File: src/rtl/icsp_loader.sv
// ICSP programming slave: shifts commands and data in from a two-wire serial link,
// drives the program-memory write port, serves read-back and holds the CPU in reset.
module icsp_loader #(
  parameter int ADDR_W      = 12,
  parameter int PROG_CYCLES = 8,
  parameter int READ_LAT    = 1
) (
  input  logic              clk,
  input  logic              reset,
  input  logic              prog_mode,
  input  logic              icsp_clk,
  input  logic              icsp_data_in,
  output logic              icsp_data_out,
  output logic              icsp_data_oe,
  output logic [ADDR_W-1:0] mem_addr,
  output logic [13:0]       mem_wdata,
  output logic              mem_we,
  input  logic [13:0]       mem_rdata,
  output logic              busy,
  output logic              cpu_hold
);

  localparam logic [2:0] S_IDLE   = 3'd0;
  localparam logic [2:0] S_CMD    = 3'd1;
  localparam logic [2:0] S_LOAD   = 3'd2;
  localparam logic [2:0] S_RDWAIT = 3'd3;
  localparam logic [2:0] S_READ   = 3'd4;
  localparam logic [2:0] S_PROG   = 3'd5;

  localparam logic [5:0] CMD_LOAD = 6'h02;
  localparam logic [5:0] CMD_READ = 6'h04;
  localparam logic [5:0] CMD_INC  = 6'h06;
  localparam logic [5:0] CMD_PROG = 6'h08;

  logic [1:0]        pm_q, dt_q;
  logic [2:0]        ck_q;
  logic [2:0]        state_q, state_d;
  logic [ADDR_W-1:0] addr_q, addr_d;
  logic [13:0]       latch_q, latch_d;
  logic [15:0]       sr_q, sr_d, sr_shift;
  logic [15:0]       ofr_q, ofr_d;
  logic [4:0]        bcnt_q, bcnt_d;
  logic [15:0]       wcnt_q, wcnt_d;
  logic              out_q, out_d, oe_q, oe_d, we_q, we_d, busy_q, busy_d, hold_q;
  logic              pm, din, rise, fall;

  // Edges come from the last two synchronised stages so the data stage lines up.
  assign pm       = pm_q[1];
  assign din      = dt_q[1];
  assign rise     = ck_q[1] & ~ck_q[2];
  assign fall     = ck_q[2] & ~ck_q[1];
  assign sr_shift = {din, sr_q[15:1]};

  always_comb begin
    state_d = state_q;
    addr_d  = addr_q;
    latch_d = latch_q;
    sr_d    = sr_q;
    ofr_d   = ofr_q;
    bcnt_d  = bcnt_q;
    wcnt_d  = wcnt_q;
    out_d   = out_q;
    oe_d    = oe_q;
    we_d    = 1'b0;
    busy_d  = busy_q;
    case (state_q)
      S_IDLE: begin
        if (pm) begin
          state_d = S_CMD;
          bcnt_d  = '0;
          sr_d    = '0;
        end
      end
      S_CMD: begin
        if (fall) begin
          sr_d = sr_shift;
          if (bcnt_q == 5'd5) begin
            bcnt_d = '0;
            case (sr_shift[15:10])
              CMD_LOAD: state_d = S_LOAD;
              CMD_READ: begin
                state_d = S_RDWAIT;
                wcnt_d  = '0;
              end
              CMD_INC:  addr_d = addr_q + ADDR_W'(1);
              CMD_PROG: begin
                state_d = S_PROG;
                wcnt_d  = '0;
                we_d    = 1'b1;
                busy_d  = 1'b1;
              end
              default: ;
            endcase
          end else begin
            bcnt_d = bcnt_q + 5'd1;
          end
        end
      end
      S_LOAD: begin
        if (fall) begin
          sr_d = sr_shift;
          if (bcnt_q == 5'd15) begin
            latch_d = sr_shift[14:1];
            bcnt_d  = '0;
            state_d = S_CMD;
          end else begin
            bcnt_d = bcnt_q + 5'd1;
          end
        end
      end
      S_RDWAIT: begin
        if (wcnt_q == 16'(READ_LAT)) begin
          ofr_d   = {1'b0, mem_rdata, 1'b0};
          oe_d    = 1'b1;
          bcnt_d  = '0;
          state_d = S_READ;
        end else begin
          wcnt_d = wcnt_q + 16'd1;
        end
      end
      S_READ: begin
        if (rise) begin
          out_d = ofr_q[0];
          ofr_d = {1'b0, ofr_q[15:1]};
        end
        if (fall) begin
          if (bcnt_q == 5'd15) begin
            oe_d    = 1'b0;
            out_d   = 1'b0;
            bcnt_d  = '0;
            state_d = S_CMD;
          end else begin
            bcnt_d = bcnt_q + 5'd1;
          end
        end
      end
      S_PROG: begin
        if (wcnt_q == 16'(PROG_CYCLES - 1)) begin
          busy_d  = 1'b0;
          bcnt_d  = '0;
          state_d = S_CMD;
        end else begin
          wcnt_d = wcnt_q + 16'd1;
        end
      end
      default: state_d = S_IDLE;
    endcase
    // Dropping prog_mode overrides whatever the current state decided this cycle.
    if (state_q != S_IDLE && !pm) begin
      state_d = S_IDLE;
      addr_d  = '0;
      latch_d = 14'h3FFF;
      sr_d    = '0;
      ofr_d   = '0;
      bcnt_d  = '0;
      wcnt_d  = '0;
      out_d   = 1'b0;
      oe_d    = 1'b0;
      we_d    = 1'b0;
      busy_d  = 1'b0;
    end
  end

  always_ff @(posedge clk) begin
    if (reset) begin
      pm_q    <= '0;
      dt_q    <= '0;
      ck_q    <= '0;
      state_q <= S_IDLE;
      addr_q  <= '0;
      latch_q <= 14'h3FFF;
      sr_q    <= '0;
      ofr_q   <= '0;
      bcnt_q  <= '0;
      wcnt_q  <= '0;
      out_q   <= 1'b0;
      oe_q    <= 1'b0;
      we_q    <= 1'b0;
      busy_q  <= 1'b0;
      hold_q  <= 1'b0;
    end else begin
      pm_q    <= {pm_q[0], prog_mode};
      dt_q    <= {dt_q[0], icsp_data_in};
      ck_q    <= {ck_q[1:0], icsp_clk};
      state_q <= state_d;
      addr_q  <= addr_d;
      latch_q <= latch_d;
      sr_q    <= sr_d;
      ofr_q   <= ofr_d;
      bcnt_q  <= bcnt_d;
      wcnt_q  <= wcnt_d;
      out_q   <= out_d;
      oe_q    <= oe_d;
      we_q    <= we_d;
      busy_q  <= busy_d;
      hold_q  <= pm | (state_d != S_IDLE);
    end
  end

  assign icsp_data_out = out_q;
  assign icsp_data_oe  = oe_q;
  assign mem_addr      = addr_q;
  assign mem_wdata     = latch_q;
  assign mem_we        = we_q;
  assign busy          = busy_q;
  assign cpu_hold      = hold_q;

endmodule

File: config.mk
export PLATFORM = sky130hd
export DESIGN_NAME = icsp_loader
export DESIGN_NICKNAME = d
export VERILOG_FILES = /design/src/rtl/icsp_loader.sv
export SDC_FILE = /design/constraint.sdc
export NUM_CORES = 1
export LEC_CHECK = 0
export CAP_MARGIN = 15
export CORE_MARGIN = 2
export CORE_UTILIZATION = 31
export CTS_CLUSTER_SIZE = 40
export DETAILED_ROUTE_END_ITERATION = 8
export PLACE_DENSITY = 0.48
export REMOVE_ABC_BUFFERS = 1
export SETUP_SLACK_MARGIN = 0.2
export SYNTH_ARGS = -nofsm -noshare
export SYNTH_HDL_FRONTEND = slang
export SYNTH_SLANG_ARGS = --single-unit
File: constraint.sdc
create_clock -name clk -period 3.3 [get_ports clk]
set_clock_uncertainty 0.2 [all_clocks]
set_input_delay 0.33 -clock clk [delete_from_list [all_inputs] [get_ports clk]]
set_output_delay 0.33 -clock clk [all_outputs]
set_load 0.05 [all_outputs]
==> Yosys cells after proc, flatten, opt, wreduce, memory -nomap -nowiden <==
Cells that the tools add are included.
{ "word_totals": {"reg_bits": 94} }
{ "classes": {"n_addsub": 3, "eq_ne": 27, "muxes": 43, "bitwise": 8, "n_reduce_logical": 23} }
{ "ops": {"columns": ["op", "n"], "rows": [
  ["two-way mux 16 bit", 9],
  ["case mux 16 bit (2 select lines)", 2],
  ["case mux 16 bit (3 select lines)", 1],
  ["two-way mux 5 bit", 7],
  ["case mux 5 bit (5 select lines)", 1],
  ["two-way mux 3 bit", 8],
  ["!= test 2 bit (second input constant)", 11],
  ["adder 16 x 1 -> 16 bit (second input constant)", 1],
  ["== test 16 x 1 -> 1 bit (second input constant)", 1],
  ["== test 16 x 3 -> 1 bit (second input constant)", 1],
  ["case mux 3 bit (5 select lines)", 1],
  ["adder 12 x 1 -> 12 bit (second input constant)", 1],
  ["== test 6 x 3 -> 1 bit (second input constant)", 2],
  ["AND reduction 6 bit", 2],
  ["two-way mux 1 bit", 11],
  ["case mux 3 bit (3 select lines)", 1],
  ["AND reduction 3 bit", 3],
  ["nonzero test 3 bit", 3],
  ["AND reduction 4 bit", 2],
  ["OR reduction 2 bit", 4],
  ["== test 3 x 2 -> 1 bit (second input constant)", 2],
  ["== test 3 bit (second input constant)", 2],
  ["== test 6 x 2 -> 1 bit (second input constant)", 1],
  ["== test 6 x 4 -> 1 bit (second input constant)", 1],
  ["16 further kinds", 26]
]} }

==> Depth between registers and ports, before layout <==
{ "depth": {"depth_word": 8, "ltp_mapped": 9, "ltp_nobuf": 8} }

==> Worst setup path after synthesis <==
OpenSTA, ideal clock, no wires.
{ "synth_path": {"path_kind": "reg-to-reg", "startpoint": "reg bcnt_q[0]", "endpoint": "reg wcnt_q[13]", "arrival_ns": 2.160, "required_ns": 3.029, "setup_slack_ns": 0.869, "path_stages_with_launch": 9, "synth_period_minus_slack_ns": 2.431, "path_cell_list": "dfxtp_1 -> ha_1 -> and4bb_2 -> nand3_1 -> o21a_1 -> buf_6 -> or4b_4 -> or3_1 -> a21oi_1"} }
{ "synth_via": {"elab_chain_cells": 3} }
{ "synth_rtl": {"columns": ["element", "line_no", "rtl"], "rows": [
  ["start, declared", "42", "logic [4:0] bcnt_q, bcnt_d;"],
  ["start signal, assigned", "190", "bcnt_q <= bcnt_d;"],
  ["== test 5 x 3 -> 1 bit", "77", "if (bcnt_q == 5'd5) begin"],
  ["!= test 2 bit (no source line)", null, null],
  ["AND reduction 6 bit (no source line)", null, null],
  ["end signal, assigned", "191", "wcnt_q <= wcnt_d;"],
  ["end, declared", "43", "logic [15:0] wcnt_q, wcnt_d;"]
]} }
No other way between the ends.
A chain may end at the register's enable or synchronous reset.

==> Worst setup path in the final report <==
Same ends and word-level chain as after synthesis.

==> impl_metrics.env <==
export IMPL_status="finished clean"
export IMPL_grt_pass1_vias=3227
export IMPL_wl_per_cell_um=13.10
export IMPL_track_usage_pct=13.77
export IMPL_nNetsFinal=560
export IMPL_grt_remaining_overflow=0
export IMPL_cts_tree="done"
export IMPL_clock_latency_ps=340
export IMPL_worstSetupPathType="register to register"
export IMPL_worstSetupStartpointType="register"
export IMPL_tightest_slew_ps=979.4
export IMPL_die_area_um2=14180
export IMPL_seq_area_frac_synth_pct=44.36
export IMPL_synth_area_um2=4106
export IMPL_syn_area_per_cell_um2=8.363
export IMPL_core_area_um2=13090
export IMPL_synth_top_cells_by_area="dfxtp_1 44%, nand3_1 5.6%, nand2_1 5.5%, nor2_1 4.8%, mux2i_1 3.9%"
export IMPL_yosysUniqueCellTypes=48
export IMPL_post_cts_buffers=0
export IMPL_drt_iter0_markers=145
export IMPL_power_switching_w=0.0005140
export IMPL_grt_pass1_wl_um=15730
export IMPL_endpoint="wcnt_q[13]$_SDFFE_PP0P_"
export IMPL_worstRegToRegCells=7
export IMPL_synth_top_area_share_pct=44.36
export IMPL_synth_top_area_cell="dfxtp_1"
export IMPL_rsz0062_at_grt="false"
export IMPL_finalMaxSlewViolations=0
export IMPL_num_fill_cells=1366
export IMPL_clock_power_share_pct=44.1
export IMPL_vdd_drop_max_mv=0.2553
export IMPL_htree_levels=3
export IMPL_postRouteAntennaNets=0
export IMPL_yosys_warnings=0
export IMPL_dpl_hpwl_um=6676
export IMPL_crit_start="bcnt_q[0]$_SDFFE_PP0P_"
export IMPL_drc=0
export IMPL_die_y_um=119.1
export IMPL_hold_buffers=0
export IMPL_grt_max_degree=30
export IMPL_layout_common_cells="91 x dfxtp_1, 60 x nand2_1, 52 x nor2_1"
export IMPL_period_share_pct=78.95
export IMPL_start_util_pct=31.38
export IMPL_vias=3456
export IMPL_gp_congestion=0.7757
export IMPL_clk_path_buf_depth=2
export IMPL_finalSetupTns_ps=0
export IMPL_cts_root_buf="clkbuf_16"
export IMPL_hold_viol=0
export IMPL_slew_headroom_pct=34.47
export IMPL_hold_path_class="register to register"
export IMPL_p_per_area_nw_per_um2=430.5
export IMPL_intPower_w=0.001657
export IMPL_die_w_um=119.1
export IMPL_synth_edf_count=0
export IMPL_synth_async_reset_ratio_pct=0
export IMPL_synth_ff_type="dfxtp_1"
export IMPL_worst_path_max_fanout=9
export IMPL_ys_ff_latch=91
export IMPL_antenna_found_initial=0
export IMPL_viasPerCell=4.834
export IMPL_numCtsBuffers=9
export IMPL_worstPathArrival_ps=2680
export IMPL_wirelength_um=9366
export IMPL_dr_pass1_iters=4
export IMPL_ctsResizeCount=0
export IMPL_crit_required_ps=3380
export IMPL_final_common_cell="dfxtp_1"
export IMPL_r2r_start="bcnt_q[0]$_SDFFE_PP0P_"
export IMPL_period_minus_slack_ps=2605
export IMPL_drive_gt1_share_pct=6.679
export IMPL_p_sw_share_pct=23.68
export IMPL_total_power_w=0.002171
export IMPL_syn_inst=491
export IMPL_antennaDiodeCount=0
export IMPL_finalSetupViolations=0
export IMPL_p_leak_nw=1.694
export IMPL_ios=50
export IMPL_r2r_end="wcnt_q[13]$_SDFFE_PP0P_"
export IMPL_seq_power_share_pct=51.1
export IMPL_rrSetupSlack_ps=690
export IMPL_area_growth_pct=22.79
export IMPL_pwr_share_comb_pct=4.8
export IMPL_port_buffers=49
export IMPL_rows=42
export IMPL_worstSetupEndpointType="register"
export IMPL_final_util_pct=38.54
export IMPL_clk_pin_slew_ps=70
export IMPL_fmax_mhz=383.8
export IMPL_numClockSinks=91
export IMPL_drv_cap=0
area by class of cell:
type | instances | area [µm²] | area share [%]
clock buffers | 10 | 229.0 | 4.541
clock inverters | 6 | 41.29 | 0.8189
inverters | 13 | 48.80 | 0.9677
multi-input cells | 357 | 2093 | 41.51
flip-flops and latches | 91 | 1822 | 36.13
well taps | 176 | 220.2 | 4.367
repair buffers | 62 | 588.1 | 11.66
through the flow:
step / instances / setup slack (ps) / hold slack (ps) / area [µm²]
global placement: 699 / 775.7 / 217.0 / 4772
floorplan: 461 / 602.5 / 201.6 / 3964
finish: 715 / 694.6 / 236.3 / 5042
CTS: 715 / 677.2 / 239.1 / 5042
detailed placement: 699 / 704.0 / 223.5 / 4772
global route: 715 / 495.9 / 258.1 / 5042
registers in the layout, indices dropped and copies added, names as in the netlist, 2 cells and up:
name       flops
wcnt_q        16
ofr_q         15
pm_q           2
mem_addr      12
bcnt_q         5
state_q        3
sr_q          14
mem_wdata     14
dt_q           2
ck_q           3
synthesized netlist by cell type (3+ instances only):
master / number
dfxtp_1: 91
nand2_1: 60
nor2_1: 52
nand3_1: 46
a21oi_1: 28
clkbuf_1: 23
a211oi_1: 19
mux2i_1: 16
nor2b_1: 13
inv_1: 12
nor3_1: 12
xnor2_1: 11
nand4_1: 10
nor4_1: 10
xor2_1: 9
ha_1: 7
nand2b_1: 7
a21o_1: 6
and3_1: 6
o21ai_1: 5
or3_1: 5
and2_1: 4
buf_2: 3
buf_6: 3
nand4b_1: 3
o22ai_1: 3
critical path, cell delays in order (launching register included):
cell and delay [ps]:
dfxtp_1 400, ha_1 170, and4bb_2 270, nand3_1 80
o21a_1 310, or4b_4 610, or3_1 360, a21oi_1 140
metal layers:
| metal | up-vias | track usage (%) | wire length (µm) |
|---|---|---|---|
| met4 | 0 | 5.506 | 127 |
| met3 | 10 | 3.400 | 280 |
| li1 | 1797 | - | - |
| met1 | 1598 | 18.16 | 4761 |
| met2 | 51 | 21.59 | 4197 |
| met5 | - | 0 | 0 |
worst min path at each step:
| stage | startpoint | to | cells after the start |
|---|---|---|---|
| after global routing | pm_q[0]$_SDFF_PP0_ | pm_q[1]$_SDFF_PP0_ | 1 |
| final | ck_q[0]$_SDFF_PP0_ | ck_q[1]$_SDFF_PP0_ | 1 |
| after detailed placement | ck_q[0]$_SDFF_PP0_ | ck_q[1]$_SDFF_PP0_ | 1 |
| after floorplan | reset | ck_q[0]$_SDFF_PP0_ | 1 |
| after CTS | ck_q[0]$_SDFF_PP0_ | ck_q[1]$_SDFF_PP0_ | 1 |
| after global placement | pm_q[0]$_SDFF_PP0_ | pm_q[1]$_SDFF_PP0_ | 1 |
logic make-up (layout without fill, tap and decap cells):
family	after synthesis	after routing	synth area share [%]
AND/OR/NAND/NOR	242	242	29.40
flip-flops	91	91	44.36
AO/OA/AOI/OAI	71	71	11.00
buffers and inverters	43	91	4.661
XOR/XNOR	20	20	4.266
multiplexers	17	17	4.174
adder cells (fa/ha/maj)	7	7	2.133
power groups by stage:
stage	combinational [W]	sequential [W]	clock, W
global route	0.000115	0.00111	0.00103
floorplan	0.0000519	0.00113	0
CTS	0.000106	0.00111	0.000990
global placement	0.000103	0.00113	0
detailed placement	0.000105	0.00113	0
finish	0.000104	0.00111	0.000958
No activity file was read; power rests on OpenSTA's default activity.
